--- config.mk ---
export PLATFORM = sky130hd
export DESIGN_NAME = divider
export DESIGN_NICKNAME = d
export VERILOG_FILES = /design/src/rtl/divider.sv
export SDC_FILE = /design/constraint.sdc
export NUM_CORES = 1
export LEC_CHECK = 0
export CAP_MARGIN = 20
export CELL_PAD_IN_SITES_DETAIL_PLACEMENT = 1
export CELL_PAD_IN_SITES_GLOBAL_PLACEMENT = 1
export CORE_MARGIN = 3
export CORE_UTILIZATION = 45
export DETAILED_ROUTE_END_ITERATION = 8
export PLACE_DENSITY_LB_ADDON = 0.1
export SLEW_MARGIN = 20
export SYNTH_ARGS = -nofsm -noshare
export SYNTH_HDL_FRONTEND = slang
export SYNTH_SLANG_ARGS = --single-unit
--- constraint.sdc ---
create_clock -name clk -period 15.77 [get_ports clk]
set_input_delay 1.577 -clock clk [delete_from_list [all_inputs] [get_ports clk]]
set_output_delay 1.577 -clock clk [all_outputs]
set_load 0.03 [all_outputs]
--- src/rtl/divider.sv ---
`default_nettype none
// ============================================================================
// Module   : divider
// Brief    : Sequential unsigned restoring divider, one quotient bit per clock,
//            with a start/busy/done handshake.
// Revision : 1.0 - initial release
// ============================================================================
module divider #(
    parameter int WIDTH = 32,
    parameter int CNT_W = 6
) (
    input  logic             clk,
    input  logic             rst,
    input  logic             start,
    input  logic [WIDTH-1:0] X,
    input  logic [WIDTH-1:0] Y,
    output logic             busy,
    output logic             done,
    output logic [WIDTH-1:0] quotient,
    output logic [WIDTH-1:0] remainder,
    output logic             div_by_zero
);

    localparam logic [1:0]       c_IDLE = 2'd0;
    localparam logic [1:0]       c_CALC = 2'd1;
    localparam logic [1:0]       c_DONE = 2'd2;
    localparam logic [CNT_W-1:0] c_LAST = CNT_W'(WIDTH - 1);

    logic [1:0]       r_state;
    logic [1:0]       w_next_state;
    logic [WIDTH-1:0] r_rem;
    logic [WIDTH-1:0] r_q;
    logic [WIDTH-1:0] r_y;
    logic [CNT_W-1:0] r_cnt;
    logic [WIDTH-1:0] r_quotient;
    logic [WIDTH-1:0] r_remainder;
    logic             r_dbz;

    logic             w_accept;
    logic             w_last;
    logic [WIDTH:0]   w_shift;
    logic [WIDTH:0]   w_trial;
    logic             w_fits;
    logic [WIDTH-1:0] w_rem_next;
    logic [WIDTH-1:0] w_q_next;

    assign w_accept = start && ((r_state == c_IDLE) || (r_state == c_DONE));
    assign w_last   = (r_state == c_CALC) && (r_cnt == c_LAST);

    // The shifted partial remainder is below 2*Y, so in a WIDTH+1 bit
    // difference the top bit is set exactly when the subtraction borrowed.
    assign w_shift    = {r_rem, r_q[WIDTH-1]};
    assign w_trial    = w_shift - {1'b0, r_y};
    assign w_fits     = ~w_trial[WIDTH];
    assign w_rem_next = w_fits ? w_trial[WIDTH-1:0] : w_shift[WIDTH-1:0];
    assign w_q_next   = {r_q[WIDTH-2:0], w_fits};

    always_ff @(posedge clk or posedge rst) begin
        if (rst) begin
            r_state <= c_IDLE;
        end else begin
            r_state <= w_next_state;
        end
    end

    always_comb begin
        w_next_state = r_state;
        case (r_state)
            c_IDLE, c_DONE: begin
                if (start) begin
                    w_next_state = (Y == '0) ? c_DONE : c_CALC;
                end else begin
                    w_next_state = c_IDLE;
                end
            end
            c_CALC: begin
                if (r_cnt == c_LAST) begin
                    w_next_state = c_DONE;
                end
            end
            default: w_next_state = c_IDLE;
        endcase
    end

    always_comb begin
        busy = 1'b0;
        done = 1'b0;
        case (r_state)
            c_CALC:  busy = 1'b1;
            c_DONE:  done = 1'b1;
            default: ;
        endcase
    end

    always_ff @(posedge clk or posedge rst) begin
        if (rst) begin
            r_rem       <= '0;
            r_q         <= '0;
            r_y         <= '0;
            r_cnt       <= '0;
            r_quotient  <= '0;
            r_remainder <= '0;
            r_dbz       <= 1'b0;
        end else if (w_accept) begin
            if (Y == '0) begin
                r_quotient  <= '1;
                r_remainder <= X;
                r_dbz       <= 1'b1;
            end else begin
                r_y   <= Y;
                r_rem <= '0;
                r_q   <= X;
                r_cnt <= '0;
            end
        end else if (r_state == c_CALC) begin
            r_rem <= w_rem_next;
            r_q   <= w_q_next;
            r_cnt <= r_cnt + CNT_W'(1);
            if (w_last) begin
                r_quotient  <= w_q_next;
                r_remainder <= w_rem_next;
                r_dbz       <= 1'b0;
            end
        end
    end

    assign quotient    = r_quotient;
    assign remainder   = r_remainder;
    assign div_by_zero = r_dbz;

endmodule
`default_nettype wire

# After elaboration in Yosys (flattened, before gate mapping)
# Index checks and enable logic that the tools add are counted.
[op_classes]
n_addsub = 2
eq_ne = 6
muxes = 28
bitwise = 2
n_reduce_logical = 11
[op_table]
columns = ["operator", "n"]
rows = [
  ["$mux W32", 15],
  ["$sub A33 B32 Y33", 1],
  ["$logic_not A32 Y1", 1],
  ["$mux W6", 3],
  ["$add A6 B1 Y6 const B", 1],
  ["$eq A6 B5 Y1 const B", 1],
  ["$mux W1", 6],
  ["$mux W2", 3],
  ["$ne A2 B2 Y1 const B", 2],
  ["$pmux W2 S2", 1],
  ["$reduce_and A2 Y1", 2],
  ["$reduce_bool A2 Y1", 2],
  ["$reduce_and A3 Y1", 1],
  ["$eq A2 B1 Y1 const B", 1],
  ["$eq A2 B2 Y1 const B", 1],
  ["$logic_and A1 B1 Y1", 2],
  ["$logic_not A2 Y1", 1],
  ["$ne A2 B1 Y1 const B", 1],
  ["$not A1 Y1", 2],
  ["$reduce_or A2 Y1", 1],
  ["$logic_or A1 B1 Y1", 1],
]
[totals]
register_bits = 169
input_bits = 67
output_inout_bits = 67

# Depth between registers and ports, before layout
# Gate-level depths: netlist of the first run.
[depth]
depth_word = 5
ltp_mapped = 13
mapped_depth_nobuf = 12

# Worst setup path after synthesis of the first run
# OpenSTA, ideal clock, no wires.
[synth_timing]
kind = "input to register"
startpoint = "input port Y[27]"
endpoint = "register r_q[1]"
setup_time_ns = 0.141
arrival_ns = 3.144
t_required_ns = 15.629
slack_ns = 12.485
path_stages = 10
path_cell_list = "nor4_1 -> nand2_1 -> nor4_1 -> nor2_1 -> inv_1 -> nand2_1 -> buf_4 -> buf_1 -> nor2_1 -> a31oi_1"
[synth_via]
elab_chain_len = 3
[synth_rtl]
columns = ["item", "line_no", "rtl"]
rows = [
  ["start, declared", "16", "input logic [WIDTH-1:0] Y,"],
  ["$logic_not A32 Y1", "105", "if (Y == '0) begin"],
  ["$ne A2 B2 Y1 (no line)", "-", ""],
  ["$reduce_and A2 Y1 (no line)", "-", ""],
  ["end signal, assigned", "117", "r_q <= w_q_next;"],
  ["end, declared", "32", "logic [WIDTH-1:0] r_q;"],
]
# No other way between the ends.
# A chain may end at the register's enable or synchronous reset.

# Final worst setup path of the first run
[layout_timing]
startpoint = "register r_state[0]"
endpoint = "output port busy"
[layout_via]
elab_chain_len = 2
[layout_rtl]
columns = ["item", "line_no", "rtl"]
rows = [
  ["start, declared", "29", "logic [1:0] r_state;"],
  ["start signal, assigned", "60", "r_state <= c_IDLE;"],
  ["start signal, assigned", "62", "r_state <= w_next_state;"],
  ["$eq A2 B1 Y1", "88", "case (r_state)"],
  ["$mux W1", "88", ""],
  ["end, declared", "17", "output logic busy,"],
]
# No other way between the ends.

==> flow_metrics.tcl, run 1 <==
set metrics [dict create \
    crit_fanout 16 \
    place.gp.congestion 0.8564 \
    final-setup-viol-count 0 \
    synth_edf_count 0 \
    crit_path_start_kind "flop" \
    grt_pass1_wl_mm 44.66 \
    synthTopCellsByCount "232 x nand2_1, 169 x dfrtp_1, 91 x o21ai_0, 85 x nor2_1, 70 x a21oi_1" \
    area_delta_synth_final_pct 22.60 \
    vias 8387 \
    yosysMostFrequentCell "nand2_1" \
    antennaDiodeCount 0 \
    synthTopCellsByArea "dfrtp_1 46%, nand2_1 9.4%, o21ai_0 4.9%" \
    core_region_area_um2 19850 \
    cts_resized 0 \
    final.fill_count 2339 \
    required_ns 14.19 \
    ctsHoldBuffers 0 \
    finalSetupTns_ns 0 \
    cts_sinks 169 \
    ys_seq_area_frac 0.4557 \
    hold_viol_final 0 \
    regToRegSetupSlack_ns 11.96 \
    worstPathArrival_ns 2.70 \
    ys.flop_type "dfrtp_1" \
    num_rows 51 \
    hpwlAfterDp_mm 20.09 \
    num_io_pins 134 \
    grt_remaining_overflow 0 \
    max_freq_ghz 0.2337 \
    async_flop_share 1.000 \
    drive_gt1_frac 0.06457 \
    cts.path.max_buffers 2 \
    wl_per_cell_um 18.79 \
    postCtsSetupRepairBufs 0 \
    hold_depth 2 \
    clock_latency_ns 0.43 \
    ant_nets 0 \
    regArea_um2 4229 \
    cts-root-buf "clkbuf_16" \
    synth_area_um2 9280 \
    syn_inst 1092 \
    synth.distinct_cells 67 \
    outcome "complete, no violations" \
    min_period_over_period 0.2714 \
    reg2reg_to "r_rem[14]" \
    r2r-start "r_q[31]" \
    drv_slew 0 \
    maxCapViolCount 0 \
    cp-end-kind "output port" \
    synth.avg_cell_area_um2 8.498 \
    worst_slew_pin_slew_ns 0.9845 \
    cts_buffers 17 \
    vias_per_cell 5.694 \
    clock_skew_ns 0.009323 \
    rsz0062_at_grt "no" \
    route.detailed.drc 0 \
    grt_pass1_vias 8392 \
    syn_nets 1193 \
    fp.dieW_um 149.6 \
    yosysWarnings 0 \
    max-slew-margin-rel 0.3437 \
    drtPass1Iterations 5 \
    multiInputGateArea_um2 4662 \
    holdPathEnd "div_by_zero" \
    hold_start "div_by_zero" \
    initial_utilization 0.4676 \
    grt_max_degree 93 \
    layout.nets 1296 \
    crit_type "reg -> out" \
    io_buffers 133 \
    synth_top_cell_by_area "dfrtp_1" \
    routed_wl_mm 27.68 \
    die_y_um 149.6 \
    antenna_found_initial 0 \
    drtIter0Drc 529 \
    reg2reg_depth 12 \
    netlist.area_leader.share 0.4557 \
    htreeDepth 4 \
    synth-seq-cells 169 \
    cts_tree "yes" \
    clkTransAtPathRegs_ns 0.07 \
    hold_class "reg -> reg" \
    groute.usage.overall 0.2514 \
    die_area_um2 22380 \
    fin_crit_ns 4.279 \
]
[kinds of logic after synthesis]
kind of cell	share of synthesized area
flops	0.4557
compound gates	0.1919
simple gates	0.2138
xor+xnor	0.02548
fa+ha+maj	0.04665
mux	0.02090
buf+inv	0.04557
[worst max path at each step]
stage                from     endpoint  slack (ns)  depth (start not counted)
2_1_floorplan         rst  div_by_zero        9.62                          1
3_3_place_gp        start     r_rem[4]       11.20                          9
3_5_place_dp        start    r_rem[12]       11.13                          9
4_1_cts        r_state[0]         busy       11.49                          3
5_1_grt             Y[27]       r_q[8]       11.31                         12
6_report       r_state[0]         busy       11.49                          3
[per-stage QoR]
| stage | worst slack (ns) | hold WS, ns | std cells | instance area, µm² | util |
|---|---|---|---|---|---|
| 2_1_floorplan | 9.618 | 0.4715 | 1092 | 9280 | - |
| 3_3_place_gp | 11.20 | 0.4582 | 1441 | 10800 | 0.5444 |
| 3_5_place_dp | 11.13 | 0.4717 | 1441 | 10800 | 0.5444 |
| 4_1_cts | 11.49 | 0.4893 | 1473 | 11370 | 0.5732 |
| 5_1_grt | 11.31 | 0.5191 | 1473 | 11380 | 0.5733 |
| 6_report | 11.49 | 0.4785 | 1473 | 11380 | 0.5733 |
[per-layer routing]
| layer | up-vias | wire length [µm] | track usage |
|---|---|---|---|
| li1 | 4030 | - | - |
| met1 | 4137 | 13710 | 0.3747 |
| met2 | 195 | 12450 | 0.3912 |
| met3 | 25 | 1183 | 0.03362 |
| met4 | 0 | 340 | 0.06087 |
| met5 | - | 0 | 0 |
[sequential cells by signal, summed over array words and instances, names as in the netlist]
register	count
r_y	32
r_cnt	6
quotient	32
remainder	32
div_by_zero	1
r_rem	32
r_q	32
r_state	2
[final cells by class]
class / instances / area share
Inverter: 44 / 0.01496
Sequential cell: 169 / 0.3717
Clock inverter: 14 / 0.01243
Clock buffer: 18 / 0.03772
Timing Repair Buffer: 144 / 0.1243
Multi-Input combinational cell: 819 / 0.4098
Tap cell: 265 / 0.02914
[worst max-delay path: stages (launching register included)]
cell,delay (ns)
dfrtp_1,0.45
nand2b_1,0.42
inv_1,0.62
clkdlybuf4s50_1,0.78
[cell usage in the layout, fill, tap and decap left out, types with 9 or more instances in the layout]
master,n
inv_1,42
a21oi_1,69
nand2_1,230
nor4_1,10
a31oi_1,47
nor2_1,83
or3_1,10
o22a_1,11
clkbuf_16,17
nand2b_1,9
o211ai_1,10
o21ai_0,91
o31ai_1,13
buf_4,11
xnor2_1,17
nor3_1,12
xor2_1,10
mux2_2,11
ha_1,33
clkdlybuf4s50_1,133
nand3_1,51
dfrtp_1,169
Power of run 1 is left out: the tool's default activity adds up to more than one toggle a clock period on the data nets, which glitch-free logic cannot reach.
==> run 2, diff against run 1 <==
Settings changed: CORE_UTILIZATION 45 to 37.
Clock period 15.77 ns to 3.87 ns, I/O delays scaled along.
==> run 2 against run 1 <==
Against the previous run: die area up 21%; setup slack got worse by 11 ns; wire length is 3.6% higher; non-clock buffer count increased by 8.
==> flow_metrics.tcl, run 2 (synthesis results as in run 1) <==
set metrics [dict create \
    io_buffers 133 \
    hpwlAfterDp_mm 21.21 \
    holdWs_ns 0.2711 \
    drive_gt1_frac 0.06990 \
    drv_slew 0 \
    die_area_um2 27020 \
    clkTransAtPathRegs_ns 0.07 \
    route.detailed.drc 0 \
    antenna_found_initial 0 \
    fin_util 0.4736 \
    num_io_pins 134 \
    routed_wl_mm 28.68 \
    finalSetupTns_ns 0 \
    vias_per_cell 5.406 \
    stdcell_count 1540 \
    drtIter0Drc 539 \
    max_freq_ghz 0.2961 \
    area_delta_synth_final_pct 24.84 \
    clock_skew_ns 0.008248 \
    fp.dieW_um 164.4 \
    crit_type "reg -> reg" \
    drtPass1Iterations 5 \
    cts_buffers 17 \
    wl_per_cell_um 18.63 \
    min_period_over_period 0.8728 \
    clock_latency_ns 0.43 \
    crit_path_start_kind "flop" \
    grt_pass1_vias 8251 \
    cts_tree "yes" \
    max-slew-margin-rel 0.4788 \
    maxCapViolCount 0 \
    postCtsSetupRepairBufs 0 \
    cts.path.max_buffers 2 \
    cts-root-buf "clkbuf_16" \
    place.gp.congestion 0.8543 \
    grt_pass1_wl_mm 45.78 \
    outcome "complete, no violations" \
    hold_class "in -> async" \
    initial_utilization 0.3794 \
    num_rows 57 \
    ctsHoldBuffers 0 \
    ant_nets 0 \
    mostFrequentLayoutCell "nand2_1" \
    required_ns 4.24 \
    groute.usage.overall 0.2158 \
    worst_slew_pin_slew_ns 0.7737 \
    core_region_area_um2 24460 \
    grt_remaining_overflow 0 \
    htreeDepth 4 \
    post-place-cells 1508 \
    final_cell_mix "231 x nand2_1, 169 x dfrtp_1, 133 x clkdlybuf4s50_1" \
    layout.nets 1304 \
    die_y_um 164.4 \
    fin_crit_ns 3.378 \
    vias 8325 \
    cp-end-kind "flop" \
    grt_max_degree 80 \
    crit_fanout 19 \
    worstPathArrival_ns 3.75 \
    antennaDiodeCount 0 \
    hold_viol_final 0 \
    final.fill_count 2884 \
    rsz0062_at_grt "no" \
    cts_resized 0 \
    cts_sinks 169 \
    final-setup-viol-count 0 \
]
-- run 2: cell type report --
cell class / count / area, µm² / share of cell area
multi-input cells: 819 / 4659 / 0.4022
flip-flops and latches: 169 / 4229 / 0.3650
repair buffers: 152 / 1511 / 0.1305
clock buffers: 18 / 429.2 / 0.03704
well taps: 324 / 405.4 / 0.03499
clock inverters: 14 / 181.4 / 0.01566
inverters: 44 / 168.9 / 0.01458
-- run 2: metrics by stage --
stage	setup slack, ns	cell area [µm²]
floorplan	1.089	9284
global placement	0.6129	10970
detailed placement	0.4922	10970
CTS	0.5022	11580
global route	0.1889	11580
finish	0.4923	11580
-- run 2: per-layer routing --
metal,vias up,part of all wire,global-route usage
li1,4054,-,-
met3,20,0.044,0.03486
met4,0,0.012,0.04880
met2,186,0.43,0.3168
met1,4065,0.52,0.3335
met5,-,0,0
-- run 2: worst paths after layout --
check                                  start      endpoint  slack (ns)  cells past startpoint
worst max register to register     r_rem[16]     r_rem[14]        0.49                      9
worst min register to register  quotient[19]  quotient[19]        0.49                      2
worst max-delay path               r_rem[16]     r_rem[14]        0.49                      9
max in group asynchronous                rst       r_y[23]        2.86                      3
worst min-delay path                     rst   div_by_zero        0.27                      2
min in group clk                quotient[19]  quotient[19]        0.49                      2
-- run 2: worst max-delay path, stage by stage, from the launching register on --
cell,delay [ns]
dfrtp_1,0.44
ha_1,0.50
nand4_2,0.18
nor3_2,0.20
or3b_4,0.42
and4_4,0.20
nor3_4,0.53
nor2_4,0.25
a211oi_1,0.38
mux2_2,0.22
Power of run 2 is left out for the same reason.
